<file path="src/rtl/cpu_control_pkg.sv">
// Shared definitions for the 4-bit CPU sequencer: instruction ops, ALU opcodes and FSM states.
package cpu_control_pkg;

    localparam logic [3:0] OP_ADD  = 4'h0;
    localparam logic [3:0] OP_SUB  = 4'h1;
    localparam logic [3:0] OP_AND  = 4'h2;
    localparam logic [3:0] OP_OR   = 4'h3;
    localparam logic [3:0] OP_NOT  = 4'h4;
    localparam logic [3:0] OP_LDI  = 4'h5;
    localparam logic [3:0] OP_JMP  = 4'h6;
    localparam logic [3:0] OP_JZ   = 4'h7;
    localparam logic [3:0] OP_JC   = 4'h8;
    localparam logic [3:0] OP_HALT = 4'hE;
    localparam logic [3:0] OP_PASS = 4'hF;

    localparam logic [3:0] ALU_ADD  = 4'b0000;
    localparam logic [3:0] ALU_SUB  = 4'b0001;
    localparam logic [3:0] ALU_AND  = 4'b0010;
    localparam logic [3:0] ALU_OR   = 4'b0011;
    localparam logic [3:0] ALU_NOT  = 4'b0100;
    localparam logic [3:0] ALU_PASS = 4'b1111;

    typedef enum logic [1:0] {
        ST_IDLE  = 2'd0,
        ST_FETCH = 2'd1,
        ST_EXEC  = 2'd2,
        ST_HALT  = 2'd3
    } state_e;

endpackage

</file>
<file path="src/rtl/cpu_control_pc.sv">
// Program counter: jump load has priority over increment; increment wraps mod 2**PC_W.
module cpu_control_pc #(
    parameter int PC_W     = 4,
    parameter int RESET_PC = 0
) (
    input  logic            clk,
    input  logic            rst_n,
    input  logic            load,
    input  logic            inc,
    input  logic [PC_W-1:0] load_val,
    output logic [PC_W-1:0] pc
);

    always_ff @(posedge clk or negedge rst_n) begin
        if (!rst_n) begin
            pc <= PC_W'(RESET_PC);
        end else if (load) begin
            pc <= load_val;
        end else if (inc) begin
            pc <= pc + 1'b1;
        end
    end

endmodule

</file>
<file path="src/rtl/cpu_control.sv">
// Fetch/execute sequencer and accumulator for the 4-bit CPU; drives the external ALU.
//
//  state | meaning
//  IDLE  | waiting for run
//  FETCH | imem_req high, PC on imem_addr until imem_ack
//  EXEC  | one cycle: drive ALU, commit acc/flags, advance or jump PC
//  HALT  | halted high, no requests until reset
module cpu_control
    import cpu_control_pkg::*;
#(
    parameter int PC_W     = 4,
    parameter int RESET_PC = 0
) (
    input  logic            clk,
    input  logic            rst_n,
    input  logic            run,
    output logic            imem_req,
    output logic [PC_W-1:0] imem_addr,
    input  logic            imem_ack,
    input  logic [7:0]      imem_data,
    output logic [3:0]      alu_opcode,
    output logic [3:0]      alu_a,
    output logic [3:0]      alu_b,
    input  logic [3:0]      alu_result,
    input  logic            alu_carry,
    input  logic            alu_zero,
    output logic [3:0]      acc,
    output logic            carry_flag,
    output logic            zero_flag,
    output logic            halted
);

    state_e          state;
    logic [7:0]      ir;
    logic [3:0]      op;
    logic [3:0]      imm;
    logic            pc_load;
    logic            pc_inc;
    logic [PC_W-1:0] pc;

    assign op        = ir[7:4];
    assign imm       = ir[3:0];
    assign imem_addr = pc;

    // Jumps test the flags as they stood before this EXEC commits.
    always_comb begin
        pc_load = 1'b0;
        pc_inc  = 1'b0;
        if (state == ST_EXEC) begin
            case (op)
                OP_JMP:  pc_load = 1'b1;
                OP_JZ:   begin pc_load = zero_flag;  pc_inc = !zero_flag;  end
                OP_JC:   begin pc_load = carry_flag; pc_inc = !carry_flag; end
                OP_HALT: ;
                default: pc_inc = 1'b1;
            endcase
        end
    end

    cpu_control_pc #(
        .PC_W     (PC_W),
        .RESET_PC (RESET_PC)
    ) u_pc (
        .clk      (clk),
        .rst_n    (rst_n),
        .load     (pc_load),
        .inc      (pc_inc),
        .load_val (PC_W'(imm)),
        .pc       (pc)
    );

    always_comb begin
        alu_opcode = ALU_PASS;
        alu_a      = acc;
        alu_b      = 4'h0;
        if (state == ST_EXEC) begin
            case (op)
                OP_ADD, OP_SUB, OP_AND, OP_OR, OP_NOT: begin
                    alu_opcode = op;
                    alu_b      = imm;
                end
                OP_LDI:  alu_a = imm;
                default: ;
            endcase
        end
    end

    always_ff @(posedge clk or negedge rst_n) begin
        if (!rst_n) begin
            state      <= ST_IDLE;
            ir         <= 8'h00;
            acc        <= 4'h0;
            carry_flag <= 1'b0;
            zero_flag  <= 1'b1;
            imem_req   <= 1'b0;
            halted     <= 1'b0;
        end else begin
            case (state)
                ST_IDLE: begin
                    if (run) begin
                        state    <= ST_FETCH;
                        imem_req <= 1'b1;
                    end
                end
                ST_FETCH: begin
                    if (imem_ack) begin
                        ir       <= imem_data;
                        state    <= ST_EXEC;
                        imem_req <= 1'b0;
                    end
                end
                ST_EXEC: begin
                    case (op)
                        OP_ADD, OP_SUB, OP_AND, OP_OR, OP_NOT: begin
                            acc        <= alu_result;
                            carry_flag <= alu_carry;
                            zero_flag  <= alu_zero;
                        end
                        OP_PASS: begin
                            carry_flag <= 1'b0;
                            zero_flag  <= alu_zero;
                        end
                        OP_LDI: begin
                            acc        <= imm;
                            carry_flag <= 1'b0;
                            zero_flag  <= (imm == 4'h0);
                        end
                        default: ;
                    endcase
                    if (op == OP_HALT) begin
                        state  <= ST_HALT;
                        halted <= 1'b1;
                    end else begin
                        state    <= ST_FETCH;
                        imem_req <= 1'b1;
                    end
                end
                ST_HALT: ;
            endcase
        end
    end

endmodule

</file>
<file path="config.mk">
export PLATFORM = sky130hd
export DESIGN_NAME = cpu_control
export DESIGN_NICKNAME = d
export VERILOG_FILES = /design/src/rtl/cpu_control_pkg.sv /design/src/rtl/cpu_control_pc.sv /design/src/rtl/cpu_control.sv
export SDC_FILE = /design/constraint.sdc
export NUM_CORES = 1
export LEC_CHECK = 0
export CORE_AREA = 2 2 67 50
export CTS_CLUSTER_DIAMETER = 100
export DETAILED_ROUTE_END_ITERATION = 10
export DIE_AREA = 0 0 69 52
export PLACE_DENSITY_LB_ADDON = 0.05
export SYNTH_ARGS = -nofsm -noshare
export SYNTH_HDL_FRONTEND = slang
export SYNTH_HIERARCHICAL = 1
export SYNTH_SLANG_ARGS = --single-unit
export TNS_END_PERCENT = 30
</file>
<file path="constraint.sdc">
create_clock -name clk -period 2.7 [get_ports clk]
set_input_delay 0.54 -clock clk [delete_from_list [all_inputs] [get_ports clk]]
set_output_delay 0.54 -clock clk [all_outputs]
set_load 0.05 [all_outputs]
</file>
==> results of run 1 <==
## critical path: stages (launching register included)
cell and delay, ps:
dfrtp_1 410, inv_1 110, ha_1 280, nand2b_4 100, nor3_4 270, mux2_2 370, buf_4 190
## final cells by class
class,instances,area [µm²],share of cell area
multi-input cells,84,676,0.366
flip-flops and latches,22,552,0.299
repair buffers,45,472,0.256
well taps,38,47.5,0.0258
clock buffers,3,41.3,0.0224
clock inverters,1,30.0,0.0163
inverters,7,26.3,0.0142
## repair_timing
action | in CTS | in global routing
resized for setup | 1 | 3
setup endpoints to repair | 1 | 6
setup buffers | 0 | 0
## path summary, 6_finish.rpt
check | startpoint | end | slack [ps] | cells past startpoint
max in group asynchronous | rst_n | zero_flag | 1810 | 2
worst max register to register | ir[5] | u_pc/pc[3] | 790 | 7
worst min-delay path | halted | halted | 480 | 1
worst min register to register | halted | halted | 480 | 1
min in group asynchronous | rst_n | acc[1] | 610 | 2
worst max-delay path | state[0] | alu_a[1] | 160 | 6
## cell families (layout without fill, tap and decap cells)
kind of cell,Yosys count,in the layout
AND/OR/NAND/NOR,37,37
multiplexers,24,24
flip-flops,22,22
AO/OA/AOI/OAI,14,14
buffers and inverters,9,56
adder cells (fa/ha/maj),5,5
XOR/XNOR,4,4
## flip-flops by register name, summed over array words and instances (netlist names)
register and cells:
ir 8, acc 4, u_pc/pc 4, state 2, carry_flag 1, halted 1
imem_req 1, zero_flag 1
## metal layers
layer | GRT usage | vias up | wire, µm
li1 | - | 494 | -
met1 | 0.228 | 473 | 1310
met2 | 0.266 | 27 | 1310
met3 | 0.0465 | 4 | 129
met4 | 0.0588 | 0 | 35
met5 | 0 | - | 0
## power by group
part / internal (W) / switching, W
registers: 0.000495 / 0.000200
clock network: 0.000198 / 0.000107
logic: 0.000530 / 0.000762
## stage by stage
| stage | std cells | hold WS, ps | total power (W) | utilization |
|---|---|---|---|---|
| CTS | 200 | 499 | 0.00231 | 0.616 |
| floorplan | 115 | 244 | 0.00157 | - |
| finish | 200 | 485 | 0.00229 | 0.619 |
| detailed placement | 196 | 477 | 0.00200 | 0.592 |
| global placement | 196 | 451 | 0.00196 | 0.592 |
| global route | 200 | 515 | 0.00243 | 0.619 |
## layout by cell type, fill, tap and decap left out, types with 2 or more instances in the layout
cell type / instances
buf_4: 9
inv_1: 7
or2_2: 2
a21oi_1: 6
mux2_1: 2
clkbuf_8: 3
xnor2_1: 2
nor2_1: 5
and2_1: 5
ha_1: 5
dfrtp_1: 21
o21ai_0: 5
mux2_2: 15
buf_12: 4
xor2_1: 2
clkdlybuf4s50_1: 29
mux2i_1: 7
nand2_1: 9
nand2b_1: 3
dlymetal6s2s_1: 2
nor3_4: 2
nor3_1: 2
==> run_results.csv, run 1 <==
group,metric,value,unit
power,p_leak,0.771,nW
logic_synthesis,synth-xor-area-share,0.0279,
detailed_routing,wl,2780,µm
layout,final_area,1840,µm²
logic_synthesis,synth_edf_count,0,
timing,rsz0062_at_grt,"no",
placement,place_congestion,0.731,
detailed_routing,vias_per_cell,4.99,
logic_synthesis,yosysSeqAreaShare,0.439,
cts,clk_pin_slew,80,ps
timing,worst_pin_slew,542,ps
timing,setup_violations,0,
setup_path,startpoint_type,"flop",
logic_synthesis,synthTopCellsByCount,"dfrtp_1 (21), mux2_2 (15), nand2_1 (9)",
logic_synthesis,synth.net_count,138,
logic_synthesis,synth_compound_area_frac,0.0677,
grt,grt_pass1_wl,4640,µm
setup_path,required,2160,ps
grt,grt_pass1_vias,962,
power,ir_drop,0.000516,V
die,dieArea,3590,µm²
setup_path,endpoint_kind,"output port",
logic_synthesis,ys_warn_count,6,
timing,skew,3.08,ps
timing,hold_viol_final,0,
timing,slew_headroom,0.637,
cts,cts_tree,"built",
layout,fill_cells,240,
cts,cts_buffers,3,
layout,drive_gt1_frac,0.253,
logic_synthesis,synth_fa_ha_area_frac,0.0498,
grt,grt_max_degree,23,
logic_synthesis,synthCells,115,
placement,dp_slack,241,ps
setup_path,setup.worst_path.class,"reg -> out",
cts,clock-sinks,22,
timing,fin_tns_setup,0,ps
logic_synthesis,synth-simple-area-share,0.179,
grt,grt_usage,0.170,
detailed_routing,ant_nets,0,
logic_synthesis,synthMuxAreaShare,0.208,
logic_synthesis,syn_area,1260,µm²
layout,final_net_count,186,
die,fp-row-count,17,
logic_synthesis,synth_top_family_by_area,"multiplexers",
detailed_routing,first_iter_violations,28,
die,core,2980,µm²
timing,fmax,0.393,GHz
die,io_pins,42,
logic_synthesis,ys_top_cells_by_area,"dfrtp_1 (42%), mux2_2 (13%), mux2i_1 (5.6%), ha_1 (5.0%), nand2_1 (2.7%)",
logic_synthesis,synthArstFlopShare,1.00,
layout,area_growth,46.7,%
grt,antenna_found_initial,0,
detailed_routing,vias,998,
cts,cts_max_level,1,
logic_synthesis,ys.flop_type,"dfrtp_1",
detailed_routing,route.detailed.drc,0,
logic_synthesis,syn_avg_cell_area,10.9,µm²
placement,dp_hpwl,2250,µm
power,p_per_area,1240,nW/µm²
placement,placed_area,1760,µm²
cts,ctsHoldBuffers,0,
detailed_routing,wl_per_cell,13.9,µm
logic_synthesis,synth.most_common_cell,"dfrtp_1",
timing,min_period,2540,ps
timing,layout_setup_ws,158,ps
die,initial_core_util,0.422,
timing,maxSlewViolCount,0,
outcome,outcome,"complete, no violations",
logic_synthesis,synth_top_area_share,0.418,
placement,portBuffers,41,
timing,fin_crit_sh,0.942,
logic_synthesis,synth_cell_types,32,
cts,clockRootBuffer,"clkbuf_8",
min_path,min_path_type,"reg -> reg",
cts,clk_latency,260,ps
setup_path,cp_max_fo,5,
layout,num_antenna_cells,0,
die,die_width,69,µm
logic_synthesis,ys_seq_elements,22,
die,fp.dieH,52,µm
run,maxCapViolations,0,
detailed_routing,firstDrtPassIters,4,
setup_path,crit_arrival,2000,ps
logic_synthesis,yosysTopAreaCell,"dfrtp_1",
cts,clock_path_buffers,2,
grt,gr-total-overflow,0,
No activity file was read; power rests on OpenSTA's default activity.
==> run 2: changes to the inputs <==
==> constraint.sdc (replaced) <==
create_clock -name clk -period 2.7 [get_ports clk]
set_input_delay 0.54 -clock clk [delete_from_list [all_inputs] [get_ports clk]]
set_output_delay 0.54 -clock clk [all_outputs]
set_load 0.005 [all_outputs]
==> run 2 against run 1 <==
Against the previous run:
- register-to-register slack better by 70 ps
- flip-flop and latch count stayed put
- critical path depth stayed put
==> run_results.csv, run 2 (synthesized netlist as in run 1, its figures left out) <==
group,metric,value,unit
layout,finish.utilization,0.617,
run,maxCapViolations,0,
timing,hold_viol_final,0,
detailed_routing,vias_per_cell,5.02,
layout,layout_commonest_cell,"clkdlybuf4s50_1",
layout,num_antenna_cells,0,
layout,stdcell_count,201,
layout,top_register,"ir",
power,p_per_area,1040,nW/µm²
die,fp.dieH,52,µm
cts,clk_latency,270,ps
setup_path,cp.depth,6,
power,p_leak,0.755,nW
timing,rsz0062_at_grt,"yes",
setup_path,required,2160,ps
detailed_routing,first_iter_violations,51,
setup_path,critPathLaunch,"state[0]",
detailed_routing,route.detailed.drc,0,
layout,final_cell_mix,"clkdlybuf4s50_1 (41), dfrtp_1 (21), mux2_2 (15)",
cts,postCtsSetupBuffers,0,
placement,dp_slack,192,ps
power,clockPowerShare,0.163,
cts,cts_tree,"built",
layout,final_area,1840,µm²
cts,clock_path_buffers,2,
min_path,min_path_type,"reg -> reg",
setup_path,r2r_end,"u_pc/pc[3]",
timing,skew,7.42,ps
power,p_int,0.00124,W
cts,clockRootBuffer,"clkbuf_8",
cts,ctsHoldBuffers,0,
timing,slew_headroom,0.640,
layout,reg_top3,"ir x8, acc x4, u_pc/pc x4",
power,p_switching,0.000665,W
setup_path,slowest_delay,440,ps
cts,cts_buffers,3,
power,combPwrFrac,0.477,
timing,worst_pin_slew,538,ps
timing,fmax,0.387,GHz
die,dieArea,3590,µm²
grt,antenna_found_initial,0,
placement,dp_hpwl,2180,µm
cts,clk_pin_slew,80,ps
grt,grt_max_degree,23,
layout,area_growth,46.1,%
placement,portBuffers,41,
setup_path,cp-endpoint,"alu_a[0]",
setup_path,crit_family,"buffers and inverters",
setup_path,startpoint_type,"flop",
placement,place_congestion,0.810,
grt,gr-total-overflow,0,
detailed_routing,vias,1010,
detailed_routing,wl,2850,µm
detailed_routing,ant_nets,0,
die,initial_core_util,0.422,
placement,placedCellCount,197,
die,fp-row-count,17,
timing,layout_setup_ws,114,ps
die,die_width,69,µm
setup_path,crit_arrival,2050,ps
setup_path,endpoint_kind,"output port",
timing,min_period,2590,ps
placement,placed_area,1740,µm²
die,core,2980,µm²
timing,setup_violations,0,
setup_path,rrSetupSlack,860,ps
grt,grt_pass1_vias,1069,
setup_path,cp_slowest_cell,"clkdlybuf4s50_1",
cts,clock-sinks,22,
setup_path,reg2reg_from,"ir[4]",
layout,largest_register_ffs,8,
cts,cts_max_level,1,
layout,final_net_count,187,
timing,fin_crit_sh,0.958,
outcome,outcome,"complete, no violations",
layout,drive_gt1_frac,0.221,
timing,maxSlewViolCount,0,
grt,grt_usage,0.181,
grt,grt_pass1_wl,4950,µm
power,switching_share,0.349,
setup_path,r2r_cells,4,
detailed_routing,wl_per_cell,14.2,µm
setup_path,critPathBufInv,2,
detailed_routing,firstDrtPassIters,4,
die,io_pins,42,
power,seqPwrFrac,0.360,
power,ir_drop,0.000572,V
setup_path,cp_max_fo,5,
setup_path,setup.worst_path.class,"reg -> out",
setup_path,path_cells,"inv_2 > ha_4 > nand2b_4 > nor3_4 > mux2_2 > clkdlybuf4s50_1",
## run 2: cell count changes in the layout (fill, tap and decap cells not counted), moves of 2 or more
cell             change
clkdlybuf4s50_1     +12
buf_12               -4
buf_4                -4
dlymetal6s2s_1       -2
## run 2: power groups by stage
stage	clock, W	combinational, W	sequential (W)
2_1_floorplan	0	0.000514	0.000634
3_3_place_gp	0	0.000877	0.000671
3_5_place_dp	0	0.000893	0.000683
4_1_cts	0.000319	0.000908	0.000683
5_1_grt	0.000337	0.00100	0.000716
6_report	0.000310	0.000909	0.000686
## run 2: per-stage QoR
stage,setup TNS (ps),hold slack [ps],total power [W]
after floorplan,0,244,0.00115
after global placement,0,452,0.00155
after detailed placement,0,463,0.00158
after CTS,0,482,0.00191
after global routing,-5.13,514,0.00206
final,0,474,0.00190
## run 2: how the worst min path moves through the flow
stage               startpoint     end  slack [ps]  depth (start not counted)
global route            halted  halted         510                          1
finish                  halted  halted         470                          1
floorplan                rst_n  acc[0]         240                          0
CTS                     halted  halted         480                          1
detailed placement      halted  halted         460                          1
global placement        halted  halted         450                          1
## run 2: cell type report
class	count	area, µm²
inverters	7	26.3
clock buffers	3	41.3
clock inverters	1	30.0
flip-flops and latches	22	552
fillers	256	1140
repair buffers	46	448
well taps	38	47.5
multi-input cells	84	692
## run 2: what timing repair did
action / in CTS / in global routing
resized for setup: 1 / 4
setup endpoints to repair: 4 / 9
pin swaps: 1 / 0
## run 2: routing by layer
layer  up-vias  routed length, µm  global-route usage
met2        31               1360               0.304
met5         -                  0                   0
met4         0                 37              0.0654
met1       474               1310               0.228
met3         5                139              0.0484
li1        500                  -                   -
